$ cat config.mk
export PLATFORM = sky130hd
export DESIGN_NAME = writeback_arbiter
export DESIGN_NICKNAME = d
export VERILOG_FILES = /design/src/rtl/writeback_arbiter.sv
export SDC_FILE = /design/constraint.sdc
export NUM_CORES = 1
export LEC_CHECK = 0
export ABC_AREA = 1
export BUFFER_PORTS_ARGS = -buffer_cell sky130_fd_sc_hd__buf_2
export CAP_MARGIN = 0
export CORE_MARGIN = 3
export CORE_UTILIZATION = 41
export DETAILED_ROUTE_END_ITERATION = 6
export PLACE_DENSITY = 0.61
export SETUP_SLACK_MARGIN = 0.5
export SYNTH_ARGS = -nofsm -noshare
export SYNTH_HDL_FRONTEND = slang
export SYNTH_SLANG_ARGS = --single-unit
$ cat constraint.sdc
create_clock -name clk -period 3.4 [get_ports clk]
set_input_delay 0.17 -clock clk [delete_from_list [all_inputs] [get_ports clk]]
set_output_delay 0.17 -clock clk [all_outputs]
set_load 0.02 [all_outputs]
$ cat src/rtl/writeback_arbiter.sv
// Merges ALU/load results and buffered MDU results onto the single register-file write port.
// Optional feature: define WB_BYPASS_EN to let an MDU result skip the empty FIFO when the ALU is idle.
module writeback_arbiter #(
    parameter int XLEN         = 32,
    parameter int FIFO_DEPTH   = 4,
    parameter int STARVE_LIMIT = 8
) (
    input  logic            clk,
    input  logic            reset,
    input  logic            alu_valid,
    input  logic [4:0]      alu_rd,
    input  logic [XLEN-1:0] alu_data,
    input  logic            mdu_valid,
    output logic            mdu_ready,
    input  logic [4:0]      mdu_rd,
    input  logic [XLEN-1:0] mdu_data,
    input  logic [4:0]      query_rd,
    output logic            query_hit,
    output logic            stall_req,
    output logic            reg_write,
    output logic [4:0]      write_reg,
    output logic [XLEN-1:0] write_data
);

    localparam int AW = $clog2(FIFO_DEPTH);
    localparam int SW = $clog2(STARVE_LIMIT + 1);
    localparam logic [AW:0]   FULL_CNT  = (AW + 1)'(FIFO_DEPTH);
    localparam logic [SW-1:0] LIMIT_CNT = SW'(STARVE_LIMIT);

    logic [4:0]            fifo_rd_r   [FIFO_DEPTH];
    logic [XLEN-1:0]       fifo_data_r [FIFO_DEPTH];
    logic [FIFO_DEPTH-1:0] fifo_vld_r;
    logic [FIFO_DEPTH-1:0] vld_nxt_s;
    logic [AW-1:0]         wr_ptr_r;
    logic [AW-1:0]         rd_ptr_r;
    logic [AW:0]           count_r;
    logic [SW-1:0]         starve_cnt_r;
    logic [SW-1:0]         starve_nxt_s;
    logic                  stall_req_r;
    logic                  reg_write_r;
    logic [4:0]            write_reg_r;
    logic [XLEN-1:0]       write_data_r;

    logic                  xfer_s;
    logic                  push_s;
    logic                  pop_s;
    logic                  bypass_s;
    logic                  fifo_empty_s;
    logic                  hit_s;
    logic                  we_nxt_s;
    logic [4:0]            wreg_nxt_s;
    logic [XLEN-1:0]       wdata_nxt_s;

    assign mdu_ready    = (count_r != FULL_CNT);
    assign fifo_empty_s = (count_r == {(AW + 1){1'b0}});
    assign xfer_s       = mdu_valid && mdu_ready;
    // The ALU always wins; the FIFO only drains into ALU-idle cycles.
    assign pop_s        = !alu_valid && !fifo_empty_s;

`ifdef WB_BYPASS_EN
    assign bypass_s = xfer_s && (mdu_rd != 5'd0) && fifo_empty_s && !alu_valid;
`else
    assign bypass_s = 1'b0;
`endif

    // rd = 0 results complete the handshake but never occupy a slot.
    assign push_s = xfer_s && (mdu_rd != 5'd0) && !bypass_s;

    assign vld_nxt_s = (fifo_vld_r | ({{(FIFO_DEPTH - 1){1'b0}}, push_s} << wr_ptr_r))
                     & ~({{(FIFO_DEPTH - 1){1'b0}}, pop_s} << rd_ptr_r);

    // FIFO payload storage; slot contents are qualified by fifo_vld_r.
    always_ff @(posedge clk) begin
        if (push_s) begin
            fifo_rd_r[wr_ptr_r]   <= mdu_rd;
            fifo_data_r[wr_ptr_r] <= mdu_data;
        end
    end

    // FIFO pointers, occupancy and per-slot valid bits.
    always_ff @(posedge clk or posedge reset) begin
        if (reset) begin
            wr_ptr_r   <= {AW{1'b0}};
            rd_ptr_r   <= {AW{1'b0}};
            count_r    <= {(AW + 1){1'b0}};
            fifo_vld_r <= {FIFO_DEPTH{1'b0}};
        end else begin
            if (push_s) begin
                wr_ptr_r <= wr_ptr_r + 1'b1;
            end
            if (pop_s) begin
                rd_ptr_r <= rd_ptr_r + 1'b1;
            end
            count_r    <= count_r + {{AW{1'b0}}, push_s} - {{AW{1'b0}}, pop_s};
            fifo_vld_r <= vld_nxt_s;
        end
    end

    // Next write-port contents by fixed priority: ALU, FIFO head, bypassed MDU, idle.
    always_comb begin
        we_nxt_s    = 1'b0;
        wreg_nxt_s  = 5'd0;
        wdata_nxt_s = {XLEN{1'b0}};
        if (alu_valid) begin
            if (alu_rd != 5'd0) begin
                we_nxt_s    = 1'b1;
                wreg_nxt_s  = alu_rd;
                wdata_nxt_s = alu_data;
            end else begin
                we_nxt_s    = 1'b0;
            end
        end else if (pop_s) begin
            we_nxt_s    = 1'b1;
            wreg_nxt_s  = fifo_rd_r[rd_ptr_r];
            wdata_nxt_s = fifo_data_r[rd_ptr_r];
        end else if (bypass_s) begin
            we_nxt_s    = 1'b1;
            wreg_nxt_s  = mdu_rd;
            wdata_nxt_s = mdu_data;
        end else begin
            we_nxt_s    = 1'b0;
        end
    end

    // Starvation count: only grows while something is queued and the ALU keeps winning.
    always_comb begin
        starve_nxt_s = starve_cnt_r;
        if (fifo_empty_s) begin
            starve_nxt_s = {SW{1'b0}};
        end else if (pop_s) begin
            starve_nxt_s = {SW{1'b0}};
        end else if (starve_cnt_r == LIMIT_CNT) begin
            starve_nxt_s = LIMIT_CNT;
        end else begin
            starve_nxt_s = starve_cnt_r + 1'b1;
        end
    end

    // Output stage and starvation state.
    always_ff @(posedge clk or posedge reset) begin
        if (reset) begin
            reg_write_r  <= 1'b0;
            write_reg_r  <= 5'd0;
            write_data_r <= {XLEN{1'b0}};
            starve_cnt_r <= {SW{1'b0}};
            stall_req_r  <= 1'b0;
        end else begin
            reg_write_r  <= we_nxt_s;
            write_reg_r  <= wreg_nxt_s;
            write_data_r <= wdata_nxt_s;
            starve_cnt_r <= starve_nxt_s;
            stall_req_r  <= (starve_nxt_s == LIMIT_CNT);
        end
    end

    // Pending-write lookup for the hazard unit.
    always_comb begin
        hit_s = reg_write_r && (write_reg_r == query_rd);
        for (int i = 0; i < FIFO_DEPTH; i++) begin
            hit_s = hit_s | (fifo_vld_r[i] && (fifo_rd_r[i] == query_rd));
        end
    end

    assign query_hit  = hit_s && (query_rd != 5'd0);
    assign stall_req  = stall_req_r;
    assign reg_write  = reg_write_r;
    assign write_reg  = write_reg_r;
    assign write_data = write_data_r;

endmodule
==> results by group, run 1 <==
Clock network
  • H-tree depth reported by CTS: 1
  • CTS tree: done
  • Clk pin slew, worst setup/hold paths: 60 ps
  • Post-CTS Setup Bufs: 0
  • Clock root buffer master: clkbuf_16
  • Skew-Pair Late Insertion Delay: 490 ps
  • # hold bufs at CTS: 79
  • Clk buf depth: 3
  • CTS Buf Count: 22
  • Post_cts resized: 0
  • Clk sinks: 202

STA
  • Final slew viol count: 0
  • Worst Clk Skew: 5.680 ps
  • Worst Tran Pin Value: 744.6 ps
  • Post-route clock period utilization: 59.83%
  • Fmax: 491.6 MHz
  • RSZ-0062 raised after global routing: no
  • Setup TNS: 0 ps
  • Final min period: 2034 ps
  • Final setup vio count: 0
  • Final hold vios: 0
  • Slew headroom: 50.29%

Synthesis
  • Post-synthesis adder-cell area fraction: 1.435%
  • Post-synthesis xor/xnor area fraction: 0.8371%
  • Largest area contributor in the netlist: edfxtp_1
  • Synth Area in Simple Gates: 16.64%
  • Compound-gate portion of the synthesized area: 5.889%
  • Mean Syn Cell Area: 11.09 um^2
  • Distinct cell type count after synthesis: 29
  • Post-synthesis mux area share: 0%
  • Sequential cell area fraction in the yosys report: 69.24%
  • Top cell type's share of synthesized area: 53.09%
  • Synth Register Bits: 202
  • Mapped Cells: 755
  • Ys Warns: 0
  • Mapped Nets: 847
  • Largest family of logic cells by synthesized area: simple AND/OR/NAND/NOR gates
  • Synth area leaders: edfxtp_1 (53%), dfrtp_1 (16%), nand2_1 (8.9%)
  • Synthesized cell area: 8371 um^2

Worst setup path
  • Required @ worst endpoint: 3560 ps
  • Worst-path cell chain: nor2_2 > nand2_2 > nand3_4 > nor2_4 > buf_4
  • Crit. End Element: flip-flop
  • Startpoint types: flip-flop
  • Slowest cell on crit path: nor2_4
  • Worst-path maximum fanout: 22
  • Family with the most delay on the worst path: simple AND/OR/NAND/NOR gates
  • FF-to-FF End: fifo_data_r[3][19]
  • Crit path arrival time: 2200 ps
  • CP max stage delay: 470 ps
  • Register-to-register setup slack: 1370 ps
  • Crit Path Class: reg -> reg
  • Critical R2R Launch: count_r[1]
  • Buf/Inv on CP: 1
  • Critical path depth: 5
  • Reg2reg path depth: 5

Power and ir drop
  • Leak: 4.658 nW
  • VDD IR-drop max: 0.0004629 V
  • Pwr dens: 777.4 nW/um^2

Drt
  • Wire per inst: 15.70 um
  • Total Wirelength: 19440 um
  • Post-route ant nets: 0
  • Post-route DRC: 0
  • Drt initial violations: 303
  • Router iterations before antenna repair: 5
  • Vias/cell: 4.792
  • Via count: 5933

Min path
  • Worst Hold Depth: 3
  • Hold endpoint: write_reg[2]
  • Worst Min Path Start: alu_valid
  • Min-delay worst type: in -> reg

Run
  • Max-cap viol count: 0

Die
  • Die Area: 22170 um^2
  • Initial core utilization: 42.31%
  • Row cnt: 51
  • Area of the core: 19780 um^2
  • I/O pins: 124
  • Die Span X: 148.9 um
  • Die height: 148.9 um

Placement
  • Placed cell count: 1120
  • Detailed placer's ending HPWL: 11980 um
  • Port Buffers: 123
  • GPL Wtd Cong: 0.8523

Layout
  • Final #Nets: 1050
  • Biggest register: fifo_data_r
  • Antenna cells: 0
  • Most common cell after layout, fill and taps aside: nand2_1
  • Filler cell count: 1761
  • Non-filler cells, final: 1238
  • Layout cells sized above 1: 20.04%
  • Max reg flops: 128
  • Most frequent cells in the layout: nand2_1 (199), edfxtp_1 (148), buf_2 (123), nand3_1 (79), dlygate4sd3_1 (79)
  • Area Growth Syn to Fin: 28.45%

Global routing
  • Gr usage total: 17.67%
  • Largest net degree at the start of global routing: 72
  • Global route overflow: 0
  • Initial antenna violation count: 0
  • Vias in the first global route: 5932
  • First-pass GRT wire length: 31130 um

Status
  • Status: finished, final reports clean
-- worst max-delay path by stage --
stage / to / slack [ps] / startpoint
2_1_floorplan: fifo_data_r[0][0] / 620 / count_r[1]
3_3_place_gp: fifo_data_r[3][8] / 1410 / count_r[1]
3_5_place_dp: fifo_rd_r[3][4] / 1330 / count_r[0]
4_1_cts: fifo_data_r[3][8] / 1330 / count_r[1]
5_1_grt: write_data[14] / 1220 / rd_ptr_r[0]
6_report: fifo_data_r[3][19] / 1370 / count_r[1]
-- layout make-up --
class | instances | area, um^2 | area share (%)
Sequential cell | 202 | 5799 | 53.94
Multi-Input combinational cell | 441 | 2106 | 19.59
Timing Repair Buffer | 212 | 1494 | 13.89
Clock buffer | 31 | 635.6 | 5.912
Tap cell | 265 | 331.6 | 3.084
Inverter | 79 | 296.5 | 2.758
Clock inverter | 8 | 88.84 | 0.8263
-- metrics by stage --
stage / utilization (%) / setup WS [ps] / hold WS [ps] / area [um^2] / power [mW]
floorplan: - / 616.8 / 268.9 / 8371 / 5.277
global placement: 46.69 / 1406 / 273.6 / 9236 / 5.980
detailed placement: 46.69 / 1335 / 274.2 / 9236 / 6.019
CTS: 54.35 / 1328 / 10.88 / 10750 / 8.455
global route: 54.35 / 1225 / 31.97 / 10750 / 8.902
finish: 54.35 / 1366 / 26.30 / 10750 / 8.358
-- kinds of logic after synthesis --
group | count (synthesis)
flip-flops | 202
adder cells (fa/ha/maj) | 9
AND/OR/NAND/NOR | 327
buffers and inverters | 112
XOR/XNOR | 8
AO/OA/AOI/OAI | 97
-- synth_stat cells --
library cell / n
o21ai_1: 26
inv_2: 10
nand2_1: 199
fa_1: 1
buf_4: 4
nand2_2: 2
a21oi_1: 46
nor3_4: 1
edfxtp_1: 148
nand3_4: 1
nand3b_1: 1
nor3_1: 2
buf_6: 5
nor4_1: 1
or2_2: 1
dfrtp_1: 54
clkbuf_1: 3
nor2_1: 34
xnor2_1: 2
o21ai_0: 23
nor3_2: 1
nand3_1: 79
nor2_2: 4
xor2_1: 6
ha_1: 8
buf_2: 21
inv_1: 69
a21oi_2: 2
nor2_4: 1
-- worst reg2reg max path, delay by kind of cell (launching register included) --
| family | cells | cell delay [ps] |
|---|---|---|
| simple gates | 4 | 820 |
| buf+inv | 1 | 420 |
| flops | 1 | 450 |
-- report_power, final --
| group | internal, mW | total [mW] | switching [mW] |
|---|---|---|---|
| Sequential | 3.28 | 3.64 | 0.357 |
| Combinational | 0.802 | 2.36 | 1.56 |
| Clock | 1.45 | 2.35 | 0.904 |
-- layer usage --
layer	global-route usage [%]	vias up	share of wire (%)
li1	-	2934	-
met3	2.856	30	5.0
met1	24.53	2805	45
met4	4.439	0	2.0
met5	0	-	0
met2	29.33	164	48
No activity file was read; power rests on OpenSTA's default activity.
==> inputs of run 2 (changes only) <==
- PLACE_DENSITY: 0.61 -> 0.63
- clock period: 3.4 -> 1.8 ns (I/O delays scaled with it)
==> results by group, run 2 (synthesis results as in run 1) <==
Clock network
  • Clk pin slew, worst setup/hold paths: 60 ps (about the same)
  • H-tree depth reported by CTS: 1 (unchanged)
  • CTS Buf Count: 22 (unchanged)
  • Clock root buffer master: clkbuf_16
  • Clk sinks: 202 (unchanged)
  • CTS tree: done
  • Clk buf depth: 3 (unchanged)
  • Skew-Pair Late Insertion Delay: 500 ps (about the same)

Die
  • Die Area: 22170 um^2 (unchanged)
  • Initial core utilization: 42.31% (unchanged)
  • I/O pins: 124 (unchanged)
  • Row cnt: 51 (unchanged)
  • Area of the core: 19780 um^2 (unchanged)
  • Die height: 148.9 um (unchanged)
  • Die Span X: 148.9 um (unchanged)

Placement
  • Detailed placer's ending HPWL: 11590 um (-3.2%)
  • Port Buffers: 123 (unchanged)
  • Placed instance area: 9437 um^2 (+2.2%)
  • GPL Wtd Cong: 0.8604 (+0.95%)

Global routing
  • Gr usage total: 18.08% (+0.41 points)
  • Largest net degree at the start of global routing: 61 (-15%)
  • First-pass GRT wire length: 31660 um (+1.7%)
  • Global route overflow: 0 (unchanged)
  • Initial antenna violation count: 0 (unchanged)
  • Vias in the first global route: 6098 (+2.8%)

Drt
  • Router iterations before antenna repair: 4 (-1)
  • Vias/cell: 4.745 (-0.98%)
  • Via count: 6150 (+3.7%)
  • Drt initial violations: 420 (+39%)
  • Post-route DRC: 0 (unchanged)
  • Wire per inst: 15.84 um (+0.85%)
  • Post-route ant nets: 0 (unchanged)
  • Total Wirelength: 20520 um (+5.6%)

Worst setup path
  • Required @ worst endpoint: 2010 ps (-1550 ps)
  • Most used cell, CP: buf_12
  • Crit Path Class: reg -> reg
  • Slowest cell on crit path: dfrtp_2
  • Crit. End Element: flip-flop
  • CP max stage delay: 410 ps (-60 ps)
  • Worst-path cell chain: buf_6 > nor2_2 > nand2_2 > nand3_4 > buf_12 > buf_12 > nor2_4 > buf_6 > buf_12 > buf_12
  • Worst-path maximum fanout: 6 (-73%)
  • Crit path arrival time: 2000 ps (-200 ps)
  • Startpoint types: flip-flop

Layout
  • Biggest register: fifo_data_r
  • Final Util: 59.86% (+5.5 points)
  • Final #Nets: 1107 (+5.4%)
  • Finished Cell Area: 11840 um^2 (+10%)
  • Antenna cells: 0 (unchanged)
  • Most frequent cells in the layout: nand2_1 (197), edfxtp_1 (148), buf_2 (121), dlygate4sd3_1 (80), nand3_1 (78)
  • Max reg flops: 128 (unchanged)
  • Area Growth Syn to Fin: 41.47%
  • Filler cell count: 1618 (-8.1%)
  • Layout cells sized above 1: 25.99% (+6.0 points)
  • Most common cell after layout, fill and taps aside: nand2_1

STA
  • Worst Tran Pin Value: 524.5 ps (-220.1 ps)
  • Slew headroom: 65.03% (+15 points)
  • Worst Clk Skew: 11.90 ps (+6.224 ps)
  • RSZ-0062 raised after global routing: yes
  • Final setup vio count: 0 (unchanged)
  • Post-route clock period utilization: 99.54% (+40 points)
  • Final slew viol count: 0 (unchanged)
  • Final min period: 1792 ps (-242.4 ps)
  • Fmax: 558.1 MHz (+14%)
  • Final hold vios: 0 (unchanged)

Status
  • Status: finished, final reports clean

Power and ir drop
  • NetSw: 5.852 mW (+110%)
  • Sw frac: 33.35% (-0.42 points)
  • Gate power share: 36.2% (+7.9 points)
  • Pwr dens: 1482 nW/um^2 (+91%)
  • Int Power: 11.70 mW (+110%)
  • Register share of total power: 37.9% (-5.7 points)
  • Leak: 5.108 nW (+9.7%)
  • Clock share of power: 26.0% (-2.1 points)
  • VDD IR-drop max: 0.0009191 V (+99%)
  • Tot Pwr: 17.55 mW (+110%)

Min path
  • Min-delay worst type: in -> reg

Run
  • Max-cap viol count: 0 (unchanged)
[run 2: changes by cell type in the layout (fill, tap and decap cells not counted), sizes merged]
cell         before  now
buf             133  184
clkbuf           31   34
bufinv            2    3
clkinv            6    7
clkinvlp          0    1
dlygate4sd3      79   80
[run 2: metal layers]
| metal | vias to the layer above | share of wire (%) | track usage, % |
|---|---|---|---|
| li1 | 3056 | - | - |
| met4 | 0 | 1.6 | 4.531 |
| met1 | 2888 | 44 | 24.39 |
| met2 | 182 | 50 | 30.96 |
| met3 | 24 | 5.0 | 2.735 |
| met5 | - | 0 | 0 |
[run 2: worst max-delay path: cells and delay by family (launching register included)]
family | cells | cell delay (ps)
AND/OR/NAND/NOR | 4 | 340
buffers and inverters | 6 | 740
flip-flops | 1 | 410
[run 2: worst paths after layout]
check / start / cells past startpoint / endpoint / slack [ps]
worst min-delay path: mdu_valid / 5 / wr_ptr_r[0] / 150
worst min register to register: fifo_vld_r[0] / 2 / fifo_vld_r[0] / 560
worst max-delay path: count_r[0] / 10 / fifo_data_r[0][10] / 8
min in group asynchronous: reset / 3 / count_r[0] / 160
worst max register to register: count_r[0] / 10 / fifo_data_r[0][10] / 8
max in group asynchronous: reset / 4 / write_data[6] / 1030
[run 2: stage by stage]
| step | setup WS [ps] | hold WS, ps | setup TNS (ps) | std cells |
|---|---|---|---|---|
| after floorplan | -137.0 | 157.7 | -7606 | 755 |
| after global placement | 9.733 | 133.7 | 0 | 1134 |
| after detailed placement | -24.16 | 136.6 | -24.16 | 1134 |
| after CTS | 7.047 | 108.3 | 0 | 1284 |
| after global routing | -54.27 | 152.4 | -306.7 | 1296 |
| final | 8.207 | 149.8 | 0 | 1296 |
[run 2: layout make-up]
cell class / instances / area, um^2 / share of cell area, %
Sequential cell: 202 / 5802 / 49.00
Clock inverter: 11 / 143.9 / 1.215
Tap cell: 265 / 331.6 / 2.800
Inverter: 79 / 302.8 / 2.557
Timing Repair Buffer: 269 / 2482 / 20.96
Clock buffer: 29 / 596.8 / 5.040
Multi-Input combinational cell: 441 / 2182 / 18.43
[run 2: power by group through the flow]
stage / Combinational [mW] / Clock, mW / Sequential, mW
global route: 7.01 / 4.86 / 6.74
finish: 6.35 / 4.56 / 6.64
global placement: 4.89 / 0 / 6.69
floorplan: 2.99 / 0 / 7.05
detailed placement: 4.96 / 0 / 6.72
CTS: 5.97 / 4.64 / 6.63
[run 2: repair_timing]
item                       in CTS  in global routing
setup buffers                  20                  7
hold buffers                   80                  0
pin swaps                       9                 18
setup endpoints to repair     197                200
resized for setup              31                 34
cloned                         10                  5
hold endpoints to repair      221                  0
==> inputs of run 3 (changes only) <==
- ABC_AREA: 1 -> 0
- SKIP_LAST_GASP: not set -> 1
==> results by group, run 3 <==
Synthesis
  • Primary FF master, synth: edfxtp_1
  • Synth cell count leaders: edfxtp_1 (148), dfrtp_1 (54), a22o_1 (33)
  • Mapped Nets: 495 (-42%)
  • Top cell type's share of synthesized area: 55.79% (+2.7 points)
  • Post-synthesis adder-cell area fraction: 1.508% (+0.073 points)
  • Sequential cell area fraction in the yosys report: 72.75% (+3.5 points)
  • Compound-gate portion of the synthesized area: 5.167% (-0.72 points)
  • Synth area leaders: edfxtp_1 (56%), dfrtp_1 (17%), mux4_2 (5.9%)
  • Post-synth EDFFs: 148 (unchanged)
  • Synth Register Bits: 202 (unchanged)
  • Distinct cell type count after synthesis: 39 (+34%)
  • Mapped Cells: 403 (-47%)
  • Asr flop ratio synth: 26.73% (unchanged)
  • Synthesized cell area: 7966 um^2 (-4.8%)
  • Post-synthesis xor/xnor area fraction: 3.408% (+2.6 points)
  • Mean Syn Cell Area: 19.77 um^2 (+78%)
  • Post-synthesis mux area share: 11.36% (+11 points)
  • Synth Area in Simple Gates: 2.639% (-14 points)
  • Ys Warns: 0 (unchanged)
  • Largest area contributor in the netlist: edfxtp_1
  • Largest family of logic cells by synthesized area: multiplexers
  • Most frequent cell after synthesis: edfxtp_1

Drt
  • Wire per inst: 23.72 um (+50%)
  • Vias/cell: 5.125 (+8.0%)
  • Total Wirelength: 23110 um (+13%)
  • Post-route DRC: 0 (unchanged)
  • Router iterations before antenna repair: 4 (unchanged)
  • Drt initial violations: 304 (-28%)
  • Via count: 4992 (-19%)
  • Post-route ant nets: 0 (unchanged)

Layout
  • Filler cell count: 1333 (-18%)
  • Biggest register: fifo_data_r
  • Most frequent cells in the layout: edfxtp_1 (148), buf_2 (121), dlygate4sd3_1 (75), dfrtp_1 (47), mux4_2 (37)
  • Layout cells sized above 1: 47.06% (+21 points)
  • Final #Nets: 790 (-29%)
  • Antenna cells: 0 (unchanged)
  • Register area: 5807 um^2 (about the same)
  • Area Growth Syn to Fin: 50.49%
  • Most common cell after layout, fill and taps aside: edfxtp_1
  • Max reg flops: 128 (unchanged)
  • Area occupied by multi-input gates: 2083 um^2 (-4.5%)

Die
  • Initial core utilization: 42.17% (-0.15 points)
  • Die Area: 21140 um^2 (-4.6%)
  • Die height: 145.4 um (-2.3%)
  • Area of the core: 18890 um^2 (-4.5%)
  • I/O pins: 124 (unchanged)
  • Row cnt: 50 (-2.0%)
  • Die Span X: 145.4 um (-2.3%)

STA
  • Final min period: 2010 ps (+217.8 ps)
  • Worst Slack Setup Final: -209.6 ps (-217.8 ps)
  • RSZ-0062 raised after global routing: yes
  • Worst Clk Skew: 15.92 ps (+4.014 ps)
  • Worst Tran Pin Value: 575.2 ps (+50.70 ps)
  • Final hold vios: 0 (unchanged)
  • Fmax: 497.6 MHz (-11%)
  • Post-route clock period utilization: 111.6% (+12 points)
  • Final slew viol count: 0 (unchanged)
  • Final setup vio count: 149 (+149)
  • Worst Hold Slack: 77.62 ps (-72.14 ps)
  • Slew headroom: 61.57% (-3.5 points)

Status
  • Status: finished, violations left
  • Violated checks: setup timing

Placement
  • Port Buffers: 123 (unchanged)
  • Pre-CTS setup slack: -338.3 ps (-314.1 ps)
  • Detailed placer's ending HPWL: 11150 um (-3.8%)
  • GPL Wtd Cong: 0.7605 (-12%)

Clock network
  • Clock root buffer master: clkbuf_16
  • Clk sinks: 202 (unchanged)
  • CTS tree: done
  • Clk pin slew, worst setup/hold paths: 60 ps (about the same)
  • CTS Buf Count: 22 (unchanged)
  • Skew-Pair Late Insertion Delay: 510 ps (about the same)
  • H-tree depth reported by CTS: 1 (unchanged)
  • Clk buf depth: 3 (unchanged)

Global routing
  • First-pass GRT wire length: 33330 um (+5.3%)
  • Vias in the first global route: 5598 (-8.2%)
  • Largest net degree at the start of global routing: 34 (-44%)
  • Initial antenna violation count: 0 (unchanged)
  • Global route overflow: 0 (unchanged)
  • Gr usage total: 20.57% (+2.5 points)

Min path
  • Min-delay worst type: in -> reg

Worst setup path
  • CP max stage delay: 410 ps (about the same)
  • Crit path arrival time: 2390 ps (+390 ps)
  • Slowest cell on crit path: dfrtp_1
  • Startpoint types: flip-flop
  • Worst-path maximum fanout: 3 (-3)
  • Worst-path cell chain: nor2_2 > nand2_2 > o211a_1 > inv_2 > ha_4 > inv_2 > ha_4 > fa_2 > xor2_1 > xnor2_1
  • Crit. End Element: flip-flop
  • Crit Path Class: reg -> reg
  • Required @ worst endpoint: 2180 ps (+170 ps)

Power and ir drop
  • Pwr dens: 1535 nW/um^2 (+3.6%)
  • Register share of total power: 36.6% (-1.3 points)
  • NetSw: 5.624 mW (-3.9%)
  • Int Power: 12.78 mW (+9.3%)
  • Sw frac: 30.56% (-2.8 points)
  • VDD IR-drop max: 0.0009120 V (-0.78%)
  • Clock share of power: 24.2% (-1.8 points)
  • Gate power share: 39.2% (+3.0 points)
  • Leak: 4.673 nW (-8.5%)

Run
  • Max-cap viol count: 0 (unchanged)
[run 3: cell types whose count changed after synthesis, moves of 10 or more]
cell / previous run / this run
inv_1: 69 / 12
o21ai_0: 23 / 1
mux4_2: 0 / 21
a22o_1: 0 / 33
nor2_1: 34 / 8
nand2_1: 199 / 5
buf_2: 21 / 3
xor2_1: 6 / 19
a21oi_1: 46 / 1
inv_2: 10 / 0
xnor2_1: 2 / 12
nand3_1: 79 / 7
o21ai_1: 26 / 0
mux4_1: 0 / 16
[run 3: worst paths after layout]
kind	startpoint	end	slack, ps	cells past startpoint
setup / recovery	count_r[1]	count_r[2]	-210	10
hold reg to reg	fifo_vld_r[0]	fifo_vld_r[0]	550	2
min in group asynchronous	reset	write_data[29]	200	3
hold / removal	alu_valid	write_reg[1]	80	3
max in group asynchronous	reset	write_data[1]	1040	4
setup reg to reg	count_r[1]	count_r[2]	-210	10
[run 3: power groups by stage]
stage	Combinational (mW)	Clock (mW)	Sequential (mW)
after floorplan	2.80	0	6.93
after global placement	4.42	0	6.68
after detailed placement	4.51	0	6.73
after CTS	6.51	4.45	6.64
after global routing	7.58	4.73	6.84
final	7.21	4.45	6.74
[run 3: metrics by stage]
step | TNS [ps] | utilization [%] | cells | total power, mW | area [um^2]
floorplan | -5087 | - | 403 | 9.735 | 8005
global placement | -10950 | 47.84 | 791 | 11.10 | 9039
detailed placement | -11880 | 47.84 | 791 | 11.24 | 9039
CTS | -6449 | 61.56 | 962 | 17.60 | 11630
global route | -25100 | 63.46 | 974 | 19.15 | 11990
finish | -14700 | 63.46 | 974 | 18.40 | 11990
[run 3: metal layers]
metal | up-vias | share of wire (%) | GRT usage, %
met4 | 0 | 2.6 | 6.078
met2 | 186 | 51 | 35.64
met3 | 44 | 6.3 | 4.640
li1 | 2191 | - | -
met5 | - | 0 | 0
met1 | 2571 | 40 | 26.13
[run 3: critical path: cells and delay by family, from the launching register on]
| family | cells | cell delay (ps) |
|---|---|---|
| flops | 1 | 410 |
| simple gates | 2 | 140 |
| xor+xnor | 2 | 290 |
| compound gates | 1 | 210 |
| fa+ha+maj | 3 | 730 |
| buf+inv | 2 | 100 |
[run 3: final cells by class]
type,instances,area share (%)
clock buffer,30,5.020
clock inverter,10,0.8975
inverter,12,0.4070
multi-input combinational,165,17.38
sequential,202,48.43
tap,260,2.713
timing repair buffer,295,25.15
[run 3: what timing repair did]
item                       CTS  global route
cloned                      20             4
hold buffers                75             0
buffers inserted            36             8
setup endpoints to repair  198           202
hold endpoints to repair   207             0
pin swaps                   21            20
resized for setup           69            44
[run 3: cell families (layout without fill, tap and decap cells)]
logic type               count (synthesis)  count (layout)
adder cells (fa/ha/maj)                  9               9
buffers and inverters                   36             347
AND/OR/NAND/NOR                         39              39
XOR/XNOR                                31              31
AO/OA/AOI/OAI                           48              48
flip-flops                             202             202
multiplexers                            38              38
